## config.mk

```make
export PLATFORM = sky130hd
export DESIGN_NAME = me_search_ctrl
export DESIGN_NICKNAME = d
export VERILOG_FILES = /design/src/rtl/me_search_ctrl.sv
export SDC_FILE = /design/constraint.sdc
export NUM_CORES = 1
export LEC_CHECK = 0
export CAP_MARGIN = 20
export CORE_MARGIN = 3
export CORE_UTILIZATION = 50
export CTS_CLUSTER_DIAMETER = 150
export DETAILED_ROUTE_END_ITERATION = 8
export PLACE_DENSITY = 0.88
export SLEW_MARGIN = 30
export SYNTH_ARGS = -nofsm -noshare
export SYNTH_HDL_FRONTEND = slang
export SYNTH_SLANG_ARGS = --single-unit
```

## constraint.sdc

```tcl
create_clock -name clk_i -period 6.37 [get_ports clk_i]
set_input_delay 0.637 -clock clk_i [delete_from_list [all_inputs] [get_ports clk_i]]
set_output_delay 0.637 -clock clk_i [all_outputs]
set_load 0.1 [all_outputs]
```

## src/rtl/me_search_ctrl.sv

```systemverilog
// Motion-estimation block sequencer: primes the SAD pipeline, tracks the minimum over all batches, emits best SAD/MV.
// Latency: start to first result is PIPE_LAT+NUM_BATCHES+1 cycles; block period is the same with ready held high.
// Backpressure: result holds in EMIT while mv_ready_i is low; the datapath is not resampled during a stall.
module me_search_ctrl #(
    parameter int SAD_BIT_WIDTH   = 14,
    parameter int NUM_BATCHES     = 16,
    parameter int BATCH_W         = 4,
    parameter int PIPE_LAT        = 6,
    parameter int BLOCKS_PER_LINE = 482
) (
    input  logic                     clk_i,
    input  logic                     rst_n_i,
    input  logic                     start_i,
    input  logic                     abort_i,
    input  logic [SAD_BIT_WIDTH-1:0] msad_i,
    input  logic [3:0]               msad_idx_i,
    input  logic                     mv_ready_i,
    output logic                     cur_read_start_o,
    output logic                     cur_next_block_o,
    output logic                     mv_valid_o,
    output logic [3:0]               mv_x_o,
    output logic [BATCH_W-1:0]       mv_y_o,
    output logic [SAD_BIT_WIDTH-1:0] best_sad_o,
    output logic                     busy_o,
    output logic                     line_done_o
);

    localparam int BLK_W = $clog2(BLOCKS_PER_LINE + 1);
    localparam int PRM_W = $clog2(PIPE_LAT + 1);
    localparam logic [PRM_W-1:0]   PRIME_LAST = PRM_W'(PIPE_LAT - 1);
    localparam logic [BATCH_W-1:0] BATCH_LAST = BATCH_W'(NUM_BATCHES - 1);
    localparam logic [BLK_W-1:0]   BLOCK_LAST = BLK_W'(BLOCKS_PER_LINE - 1);

    typedef enum logic [1:0] {
        S_IDLE   = 2'd0,
        S_PRIME  = 2'd1,
        S_SEARCH = 2'd2,
        S_EMIT   = 2'd3
    } state_t;

    state_t                   r_state;
    state_t                   w_state_nxt;
    logic [PRM_W-1:0]         r_prime_cnt;
    logic [BATCH_W-1:0]       r_batch_cnt;
    logic [BLK_W-1:0]         r_block_cnt;
    logic [SAD_BIT_WIDTH-1:0] r_best_sad;
    logic [3:0]               r_best_x;
    logic [BATCH_W-1:0]       r_best_y;
    logic                     r_line_done;

    logic w_handshake;
    logic w_line_end;
    logic w_take;

    assign w_handshake = (r_state == S_EMIT) && mv_ready_i;
    assign w_line_end  = w_handshake && (r_block_cnt == BLOCK_LAST);
    // First batch always loads so an all-ones SAD still yields a real candidate.
    assign w_take      = (r_batch_cnt == '0) || (msad_i < r_best_sad);

    always_comb begin
        w_state_nxt = r_state;
        case (r_state)
            S_IDLE:   if (start_i) w_state_nxt = S_PRIME;
            S_PRIME:  if (r_prime_cnt == PRIME_LAST) w_state_nxt = S_SEARCH;
            S_SEARCH: if (r_batch_cnt == BATCH_LAST) w_state_nxt = S_EMIT;
            S_EMIT:   if (mv_ready_i) w_state_nxt = w_line_end ? S_IDLE : S_PRIME;
            default:  w_state_nxt = S_IDLE;
        endcase
        if (abort_i) w_state_nxt = S_IDLE;
    end

    always_ff @(posedge clk_i or negedge rst_n_i) begin
        if (!rst_n_i) begin
            r_state <= S_IDLE;
        end else begin
            r_state <= w_state_nxt;
        end
    end

    always_ff @(posedge clk_i or negedge rst_n_i) begin
        if (!rst_n_i) begin
            r_prime_cnt <= '0;
            r_batch_cnt <= '0;
            r_block_cnt <= '0;
            r_best_sad  <= '1;
            r_best_x    <= '0;
            r_best_y    <= '0;
            r_line_done <= 1'b0;
        end else if (abort_i) begin
            r_prime_cnt <= '0;
            r_batch_cnt <= '0;
            r_block_cnt <= '0;
            r_best_sad  <= '1;
            r_line_done <= 1'b0;
        end else begin
            r_line_done <= w_line_end;
            case (r_state)
                S_IDLE: begin
                    if (start_i) begin
                        r_prime_cnt <= '0;
                        r_block_cnt <= '0;
                    end
                end
                S_PRIME: begin
                    if (r_prime_cnt == PRIME_LAST) begin
                        r_prime_cnt <= '0;
                        r_batch_cnt <= '0;
                        r_best_sad  <= '1;
                    end else begin
                        r_prime_cnt <= r_prime_cnt + 1'b1;
                    end
                end
                S_SEARCH: begin
                    if (w_take) begin
                        r_best_sad <= msad_i;
                        r_best_x   <= msad_idx_i;
                        r_best_y   <= r_batch_cnt;
                    end
                    r_batch_cnt <= r_batch_cnt + 1'b1;
                end
                S_EMIT: begin
                    if (w_handshake && !w_line_end) begin
                        r_block_cnt <= r_block_cnt + 1'b1;
                        r_prime_cnt <= '0;
                    end
                end
                default: ;
            endcase
        end
    end

    // Result fields read as zero outside EMIT so reset and idle present a clean bus.
    assign cur_read_start_o = (r_state == S_PRIME) && (r_prime_cnt == '0);
    assign cur_next_block_o = (r_state == S_SEARCH) && (r_batch_cnt == BATCH_LAST);
    assign mv_valid_o       = (r_state == S_EMIT);
    assign mv_x_o           = mv_valid_o ? r_best_x   : '0;
    assign mv_y_o           = mv_valid_o ? r_best_y   : '0;
    assign best_sad_o       = mv_valid_o ? r_best_sad : '0;
    assign busy_o           = (r_state != S_IDLE);
    assign line_done_o      = r_line_done;

endmodule

```

# ---- Yosys cells after proc, flatten, opt, wreduce, memory -nomap -nowiden
# Index checks and enable logic that the tools add are counted.
dict set report classes {
  reduce_logical 20
  n_eq_ne 12
  order_cmp 1
  n_bitwise 1
  addsub 3
  mux 27
}
# operator n
set op_table {}
lappend op_table {{$mux 14} 4}
lappend op_table {{$pmux 14 s2} 1}
lappend op_table {{$mux 9} 3}
lappend op_table {{$pmux 9 s2} 1}
lappend op_table {{$mux 4} 4}
lappend op_table {{$ne 3x3->1 const B} 5}
lappend op_table {{$lt 14x14->1} 1}
lappend op_table {{$mux 3} 4}
lappend op_table {{$reduce_and 3->1} 4}
lappend op_table {{$mux 2} 5}
lappend op_table {{$add 9x1->9 const B} 1}
lappend op_table {{$eq 9x9->1 const B} 1}
lappend op_table {{$pmux 3 s3} 1}
lappend op_table {{$pmux 2 s4} 1}
lappend op_table {{$pmux 4 s2} 1}
lappend op_table {{$reduce_bool 3->1} 2}
lappend op_table {{$logic_and 1x1->1} 5}
lappend op_table {{$add 4x1->4 const B} 1}
lappend op_table {{$eq 2x2->1 const B} 2}
lappend op_table {{$eq 4x4->1 const B} 1}
lappend op_table {{$logic_not 4->1} 1}
lappend op_table {{$reduce_and 4->1} 1}
lappend op_table {{$reduce_bool 4->1} 1}
lappend op_table {{$add 3x1->3 const B} 1}
lappend op_table {{11 further kinds} 12}
dict set report totals {
  regBits 41
  word_cells 72
  in_bits 23
  out_inout_bits 27
}

# ---- Longest topological paths before layout
dict set report logic_depth {
  depth_word 8
  mapped_depth 9
  depth_no_buf 8
}

# ---- Worst setup path after synthesis
# No wires, ideal clock.
dict set report synth_timing {
  kind {register to output}
  from {register r_state[1]}
  to {output port cur_read_start_o}
  arrival_ns 3.786
  path_stages_with_launch 4
  required_time_ns 5.733
  path_buffers 0
  setup_slack_ns 1.947
  cell_sequence {dfrtp_1 > inv_1 > ha_1 > nor4b_1}
}
dict set report synth_between {
  elab_chain_len 2
}
# element line
set synth_lines {}
lappend synth_lines {{start, declared} 41} ;# state_t r_state;
lappend synth_lines {{start signal, assigned} 76} ;# r_state <= w_state_nxt;
lappend synth_lines {{$eq 2x1->1} 133} ;# assign cur_read_start_o = (r_state == S_PRIME) && (r_prime_cnt == '0);
lappend synth_lines {{$logic_and 1x1->1} 133}
lappend synth_lines {{end, declared} 18} ;# output logic cur_read_start_o,
# No other way between the ends.

# ---- Worst setup path after layout
dict set report layout_timing {
  from {register r_state[1]}
  to {output port best_sad_o[13]}
}
dict set report layout_between {
  elab_chain_len 2
}
# element line
set layout_lines {}
lappend layout_lines {{$eq 2x2->1} 135} ;# assign mv_valid_o = (r_state == S_EMIT);
lappend layout_lines {{$mux 14} 138} ;# assign best_sad_o = mv_valid_o ? r_best_sad : '0;
lappend layout_lines {{end, declared} 23} ;# output logic [SAD_BIT_WIDTH-1:0] best_sad_o,
# No other way between the ends.

==> metrics <==
max_cap viols=0; Max Clk Rate=294 MHz; IO Port Bufs=49; final setup fails=0; floorplan row count=25; LEAKAGE=1.41 nW; slowest library cell on the worst path=clkdlybuf4s50_1; io pins=50; clock power share=0.144; DIE WIDTH=76.6 um; R2R cell count=8; overflow left after global routing=0; worst-skew pair later-pin latency=0.29 ns; DRT Pass-1 Iters=5; first-pass GRT wire length=8730 um; DRT iter0 DRCs=97; RSZ-0062 raised after global routing=false; most frequent cells in the layout=clkdlybuf4s50_1, dfrtp_1, inv_1, and2_1, ha_1; xor/xnor share of the synthesized area=0.0246; sequential power share=0.314; Final min period=3.40 ns; Primary FF master, synth=dfrtp_1; post-synthesis mux area share=0.0402; critical path data arrival time=2.77 ns; Slew Viols, Final=0; CTS Buf Count=5; largest family of logic cells by synthesized area=simple AND/OR/NAND/NOR gates; initial core utilization=0.524; slew margin rel.=0.338; die area=0.00587 mm2; clk root buf=clkbuf_8; largest net degree at the start of global routing=42; setup ws final=2.97 ns; Final #Nets=334; net switching power=0.549 mW; top post-synthesis cells by area=dfrtp_1, dfstp_2, ha_1, and2_1, o22a_1; detailed placement HPWL=3710 um; switching share of total power=0.483; post-synthesis compound-gate area fraction=0.171; simple-gate share of the synthesized area=0.185; Hold Buf Count CTS=0; Syn Std Cell Area=0.00249 mm2; gpl congestion=0.739; antenna viol nets, final=0; Antenna Cells=0; Max Root-Sink Buffers=2; Synth Area in Adders=0.110; WL final=4970 um; largest area contributor in the netlist=dfrtp_1; dpl ws=3.23 ns; Via density=5.36; most common cell after layout, fill and taps aside=clkdlybuf4s50_1; Synth top area share=0.271; TNS Setup=0 ns; CTS tree=yes; initial antenna violation count=0; critical path's largest stage delay=1.14 ns; register area=0.00104 mm2; number of flops mapped to enable cells by yosys=0; setup bufs post-CTS=0; Pint=0.587 mW; synth unique cells=44; Syn Nets=284; Worst Clk Skew=0.00613 ns; Tightest Pin Transition=0.989 ns; fraction of registers with async set/reset=1.00; Crit Path Category=flop to primary output; share of cells above drive strength 1=0.134; share of the yosys chip area belonging to registers=0.419; clock slew at reported path FFs=0.08 ns; worst vdd ir=322 uV; Hold Crit Class=primary input to async pin; vias in the first global route=1,867; synth warn=0; Worst Setup End Kind=primary output; CTS-repair resized insts=0; Overall Global Routing Usage=0.183; Fin. Hold Viols=0; Synth Register Bits=41; Core Footprint=0.00475 mm2; Post-Synthesis Cells=239; wire length per cell=13.9 um; Critical R2R Launch=r_best_sad[13]$_DFFE_PN1P_; clock sinks=41; fill count=398; Tot Pwr=1.14 mW; Avg Synthesized Cell Area=10.4 um2; DIE HEIGHT=76.6 um; Power Dens Cells=366 mW/mm2; R2R Setup Slk=3.91 ns; Vias=1,915; area grow syn2layout=24.6%; Multi-input gate area=0.00132 mm2; CTS H-tree depth=2; drc violations=0; Comb pwr share=0.543; RR Endpoint=r_best_sad[12]$_DFFE_PN1P_; Required @ worst endpoint=5.73 ns; status=finished clean; crit share post-route=0.534; largest fanout on the critical path=28; Worst Setup Start Kind=flop; crit-path cells=ha_1 > and2_1 > clkdlybuf4s50_1
-- flip-flops by register name, summed over array words and instances, names as in the netlist --
signal and cells:
r_prime_cnt 3, r_best_sad 14, r_best_x 4, line_done_o 1, r_state 2, r_batch_cnt 4, r_block_cnt 9, r_best_y 4
-- cells in the mapped netlist, types with 2 or more instances --
library cell and instances:
and3_1 4, a21oi_1 12, nand3_1 4, a22o_1 3
nor2_1 12, o21ai_0 5, nand2b_1 7, nor2b_1 2
nand3b_1 2, mux2_4 6, o22a_1 14, ha_1 22
dfrtp_1 27, dfstp_2 14, a32o_1 2, inv_1 22
nor3_1 2, nand4_1 9, nor2_2 2, and2_1 22
clkbuf_1 3, nand2_1 13, o22ai_1 3, xor2_1 7
-- through the flow --
stage	hold slack (ns)	instances	utilization	cell area, um2
global route	0.344	357	0.653	3100
finish	0.315	357	0.653	3100
global placement	0.483	349	0.635	3020
CTS	0.490	357	0.652	3100
floorplan	0.341	239	-	2490
detailed placement	0.488	349	0.635	3020
-- cell families (layout without fill, tap and decap cells) --
logic type,after synthesis,after routing
DFF,41,41
and+or+nand+nor,82,82
adders and majority gates,22,22
xor gates and xnor gates,7,7
muxes,7,7
buffers and inverters,28,79
AOI/OAI and AO/OA,52,52
-- power by group through the flow --
stage,clock network [mW],registers [mW],logic [mW]
floorplan,0,0.347,0.502
global placement,0,0.357,0.605
detailed placement,0,0.361,0.618
CTS,0.169,0.357,0.621
global route,0.179,0.364,0.662
finish,0.163,0.356,0.616
-- worst max-delay path, delay by kind of cell (launching register included) --
| family | cells | cell delay [ns] |
|---|---|---|
| flip-flops | 1 | 0.41 |
| AND/OR/NAND/NOR | 1 | 0.24 |
| adder cells (fa/ha/maj) | 1 | 0.68 |
| buffers and inverters | 1 | 1.14 |
-- how the worst max path moves through the flow --
stage,startpoint,to,slack (ns),depth (start not counted)
finish,r_state[1]$_DFFE_PN0P_,best_sad_o[13],2.97,3
global route,r_state[1]$_DFFE_PN0P_,best_sad_o[12],2.74,3
CTS,r_state[1]$_DFFE_PN0P_,best_sad_o[13],2.90,3
detailed placement,r_state[1]$_DFFE_PN0P_,best_sad_o[13],3.23,3
global placement,r_state[1]$_DFFE_PN0P_,best_sad_o[11],3.29,3
floorplan,r_state[1]$_DFFE_PN0P_,cur_read_start_o,1.95,3
-- layer usage --
| layer | GRT usage | vias up | part of all wire |
|---|---|---|---|
| li1 | - | 946 | - |
| met1 | 0.226 | 924 | 0.45 |
| met2 | 0.317 | 39 | 0.49 |
| met3 | 0.0485 | 6 | 0.045 |
| met4 | 0.0435 | 0 | 0.011 |
| met5 | 0 | - | 0 |
-- final cells by class --
| class | count | share of cell area |
|---|---|---|
| multi-input combinational | 170 | 0.426 |
| clock inverter | 2 | 0.00323 |
| sequential | 41 | 0.336 |
| timing repair buffer | 49 | 0.157 |
| clock buffer | 6 | 0.0234 |
| tap | 67 | 0.0270 |
| inverter | 22 | 0.0266 |
No activity file was read; power rests on OpenSTA's default activity.
